## config.mk

```make
export PLATFORM = sky130hd
export DESIGN_NAME = cla_adder_16
export DESIGN_NICKNAME = d
export VERILOG_FILES = /design/src/rtl/cla_pkg.sv /design/src/rtl/cla_group4.sv /design/src/rtl/cla_adder_16.sv
export SDC_FILE = /design/constraint.sdc
export NUM_CORES = 1
export LEC_CHECK = 0
export ABC_CLOCK_PERIOD_IN_PS = 800
export CELL_PAD_IN_SITES_DETAIL_PLACEMENT = 0
export CELL_PAD_IN_SITES_GLOBAL_PLACEMENT = 1
export CORE_UTILIZATION = 32
export CTS_CLUSTER_DIAMETER = 60
export DETAILED_ROUTE_END_ITERATION = 10
export PLACE_DENSITY = 0.82
export SLEW_MARGIN = 20
export SYNTH_ARGS = -nofsm -noshare
export SYNTH_HDL_FRONTEND = slang
export SYNTH_SLANG_ARGS = --single-unit
```

## constraint.sdc

```tcl
create_clock -name clk -period 0.8 [get_ports clk]
set_input_delay 0.16 -clock clk [delete_from_list [all_inputs] [get_ports clk]]
set_output_delay 0.16 -clock clk [all_outputs]
set_load 0.005 [all_outputs]
```

## src/rtl/cla_pkg.sv

```systemverilog
// Shared sizing for the two-level carry-lookahead adder.
package cla_pkg;

  localparam int unsigned ADD_W   = 16;
  localparam int unsigned GRP_W   = 4;
  localparam int unsigned NUM_GRP = ADD_W / GRP_W;

endpackage

```

## src/rtl/cla_group4.sv

```systemverilog
// 4-bit lookahead group: flattened internal carries plus group propagate/generate.
module cla_group4
  import cla_pkg::*;
(
  input  logic [GRP_W-1:0] a,
  input  logic [GRP_W-1:0] b,
  input  logic             cin,
  output logic [GRP_W-1:0] s,
  output logic             pg,
  output logic             gg
);

  logic [GRP_W-1:0] g;
  logic [GRP_W-1:0] p;
  logic [GRP_W-1:0] c;

  // Bit generate/propagate, two-level carry equations (no ripple), sum and group terms.
  always_comb begin
    g = a & b;
    p = a ^ b;

    c[0] = cin;
    c[1] = g[0] | (p[0] & cin);
    c[2] = g[1] | (p[1] & g[0]) | (p[1] & p[0] & cin);
    c[3] = g[2] | (p[2] & g[1]) | (p[2] & p[1] & g[0]) | (p[2] & p[1] & p[0] & cin);

    s  = p ^ c;
    pg = &p;
    gg = g[3] | (p[3] & g[2]) | (p[3] & p[2] & g[1]) | (p[3] & p[2] & p[1] & g[0]);
  end

endmodule

```

## src/rtl/cla_adder_16.sv

```systemverilog
// 16-bit two-level carry-lookahead adder with registered sum and carry-out.
module cla_adder_16
  import cla_pkg::*;
(
  input  logic             clk,
  input  logic             rst_n,
  input  logic [ADD_W-1:0] a,
  input  logic [ADD_W-1:0] b,
  input  logic             carry_in,
  output logic [ADD_W-1:0] sum,
  output logic             carry_out
);

  logic [NUM_GRP-1:0] grp_p;
  logic [NUM_GRP-1:0] grp_g;
  logic [NUM_GRP:0]   grp_c;   // grp_c[k] is the carry into group k; grp_c[NUM_GRP] is C16
  logic [ADD_W-1:0]   sum_d;
  logic [ADD_W-1:0]   sum_q;
  logic               carry_q;

  for (genvar gi = 0; gi < NUM_GRP; gi++) begin : g_grp
    cla_group4 u_grp (
      .a   (a[gi*GRP_W +: GRP_W]),
      .b   (b[gi*GRP_W +: GRP_W]),
      .cin (grp_c[gi]),
      .s   (sum_d[gi*GRP_W +: GRP_W]),
      .pg  (grp_p[gi]),
      .gg  (grp_g[gi])
    );
  end

  // Level-2 lookahead: every group carry is a flat function of PG/GG and carry_in.
  always_comb begin
    grp_c[0] = carry_in;
    grp_c[1] = grp_g[0] | (grp_p[0] & carry_in);
    grp_c[2] = grp_g[1] | (grp_p[1] & grp_g[0]) | (grp_p[1] & grp_p[0] & carry_in);
    grp_c[3] = grp_g[2] | (grp_p[2] & grp_g[1]) | (grp_p[2] & grp_p[1] & grp_g[0])
             | (grp_p[2] & grp_p[1] & grp_p[0] & carry_in);
    grp_c[4] = grp_g[3] | (grp_p[3] & grp_g[2]) | (grp_p[3] & grp_p[2] & grp_g[1])
             | (grp_p[3] & grp_p[2] & grp_p[1] & grp_g[0])
             | (grp_p[3] & grp_p[2] & grp_p[1] & grp_p[0] & carry_in);
  end

  // Output register; reset clears asynchronously and drops any in-flight result.
  always_ff @(posedge clk or negedge rst_n) begin
    if (!rst_n) begin
      sum_q   <= '0;
      carry_q <= 1'b0;
    end else begin
      sum_q   <= sum_d;
      carry_q <= grp_c[NUM_GRP];
    end
  end

  assign sum       = sum_q;
  assign carry_out = carry_q;

endmodule

```

==> reports/metrics.yaml <==
status:
  status: "finished with violations"
  failed_checks: "negative setup slack"
detailed_routing:
  routedWlPerCell_um: 13.5
  drt_first_pass_iters: 4
  drc: 0
  drtIter0Drc: 11
  routed-via-count: 1067
  routed_via_density: 4.66
  ant_nets: 0
  routed_wl_um: 3100
yosys:
  ys_seq_area_frac: 0.392
  syn_nets: 154
  ys_ff_latch: 17
  synth_edf_count: 0
  ys_warn_count: 0
  syn_area_per_cell_um2: 11.0
  syn_area_um2: 1080
  synthArstFlopShare: 1.00
  synth_flop_cell: "dfrtp_1"
  synthCells: 99
  ys_types: 23
setup_path:
  crit_type: "primary input to register"
  startpoint_type: "primary input"
  arrival_ns: 1.69
  startpoint: "b[0]"
  crit_required_ns: 1.02
  worst_setup_path_end_kind: "register"
  critical_path.endpoint: "sum[7]$_DFF_PN0_"
  critPathMaxFanout: 3
global_routing:
  antenna_found_initial: 0
  grt_pass1_wl_um: 5000
  grt_max_degree: 18
  overflow: 0
  grt_pass1_vias: 1191
  grt_use_total: 0.189
sta:
  fmax_ghz: 0.679
  finalCriticalPeriod_ns: 1.47
  tightest_slew_ns: 0.372
  setup_slack_ns: -0.674
  timing.slew.headroom: 0.750
  hold_viol: 0
  fin_crit_sh: 1.84
  setup_viol: 32
  drv_slew: 0
  tns_ns: -10.35
  rsz0062_at_grt: "true"
clock_network:
  tritoncts: "built"
  cts.sinks: 17
  clk_path_buf_depth: 2
  clk_pin_slew_ns: 0.10
  cts_root_buf: "clkbuf_4"
  htree_levels: 1
  cts_buffers: 3
die:
  rows: 20
  io_pins: 52
  start_util: 0.347
  die_area_um2: 3630
  die_x_um: 60.2
  core_area_um2: 3130
  fp.dieH_um: 60.2
flow_run:
  drv_cap: 0
placement:
  port_buffers: 51
  dpl.cell_count: 217
  gp_congestion: 0.759
  hpwl_um: 2310
pwr:
  p_leak_uw: 0.000996
  peakVddDrop_mv: 0.662
  power_uw: 3030
  pwr_density_cell_nw_per_um2: 1380
worst_hold_path:
  min_path_type: "primary input to asynchronous set/reset pin"
cells_and_area:
  syn_to_final_growth_pct: 102
  final_nets: 241
  drive_above_1_share: 0.649
  n_antenna_cell: 0
  fin_cells: 229
  fillers: 237
## kinds of logic after synthesis
kind of cell / synth area share
AOI/OAI and AO/OA: 0.150
buffers and inverters: 0.0415
xor gates and xnor gates: 0.0969
adders and majority gates: 0.258
DFF: 0.392
and+or+nand+nor: 0.0611
## sequential cells by signal, summed over array words and instances, names as in the netlist
register and count:
sum 16, carry_out 1
## layer usage
layer	wire length, um	global-route usage	part of all wire
met5	0	0	0
met4	39	0.0532	0.013
met3	111	0.0346	0.036
met2	1810	0.375	0.58
met1	1140	0.196	0.37
## critical path, cell delays in order
cell,delay (ns)
buf_8,0.10
ha_4,0.24
a211oi_4,0.23
buf_4,0.16
o21bai_4,0.08
a2111oi_4,0.37
nor3_4,0.08
a21oi_2,0.16
xnor2_1,0.12
## cells in the mapped netlist (2+ instances only)
library cell   n  area [um^2]
xor2_1         5         43.8
nor3_1         3         15.0
o21ai_0        5         25.0
nor2_1         3         11.3
nand2_1        4         15.0
dfrtp_1       17          425
fa_1           4         80.1
xnor2_1        7         61.3
a21oi_1        9         45.0
nand3_1        2         10.0
inv_1         12         45.0
ha_1          16          200
a21o_1         2         15.0
## how the worst min path moves through the flow
stage                from                   to  slack, ns
floorplan           rst_n  carry_out$_DFF_PN0_      -0.14
global placement    rst_n     sum[6]$_DFF_PN0_       0.51
detailed placement  rst_n    sum[15]$_DFF_PN0_       0.53
CTS                 rst_n     sum[6]$_DFF_PN0_       0.22
global route        rst_n     sum[6]$_DFF_PN0_       0.20
finish              rst_n     sum[4]$_DFF_PN0_       0.21
## placed cells by master, fill, tap and decap left out, types with 2 or more instances in the layout
| master | count |
|---|---|
| a21o_1 | 2 |
| a21oi_2 | 8 |
| buf_2 | 19 |
| buf_4 | 27 |
| buf_6 | 17 |
| clkbuf_2 | 4 |
| clkbuf_4 | 3 |
| clkdlybuf4s50_1 | 9 |
| dfrtp_1 | 17 |
| dlygate4sd2_1 | 4 |
| fa_2 | 4 |
| ha_1 | 3 |
| ha_4 | 13 |
| inv_1 | 8 |
| inv_2 | 2 |
| nand2_1 | 2 |
| nand2_4 | 2 |
| nor2_1 | 2 |
| nor3_4 | 2 |
| o21ai_2 | 3 |
| o21ai_4 | 2 |
| xnor2_1 | 6 |
| xor2_1 | 5 |
## where the power goes
part | switching, uW | internal (uW)
sequential | 44.5 | 1030
combinational | 641 | 850
clock | 271 | 193
## through the flow
stage	utilization	area (um^2)	setup WS [ns]	hold WS, ns
2_1_floorplan	-	1230	-0.945	-0.136
6_report	0.702	2190	-0.674	0.212
5_1_grt	0.702	2190	-0.730	0.199
3_3_place_gp	0.635	1990	-1.51	0.514
3_5_place_dp	0.635	1990	-1.57	0.533
4_1_cts	0.666	2080	-0.728	0.216
## cell type report
class,instances,area (um^2),share of cell area
clock buffer,4,26.3,0.0120
inverter,12,55.1,0.0251
timing repair buffer,82,669,0.305
tap,44,55.1,0.0251
sequential,17,425,0.194
multi-input combinational,70,963,0.439
## repair_timing
| action | CTS | global route |
|---|---|---|
| buffers inserted | 5 | 4 |
| pin swaps | 31 | 16 |
| hold buffers | 0 | 0 |
| gates resized for setup | 188 | 24 |
| setup endpoints to repair | 34 | 32 |
| endpoints found under the hold margin | 0 | 0 |
No activity file was read; power rests on OpenSTA's default activity.
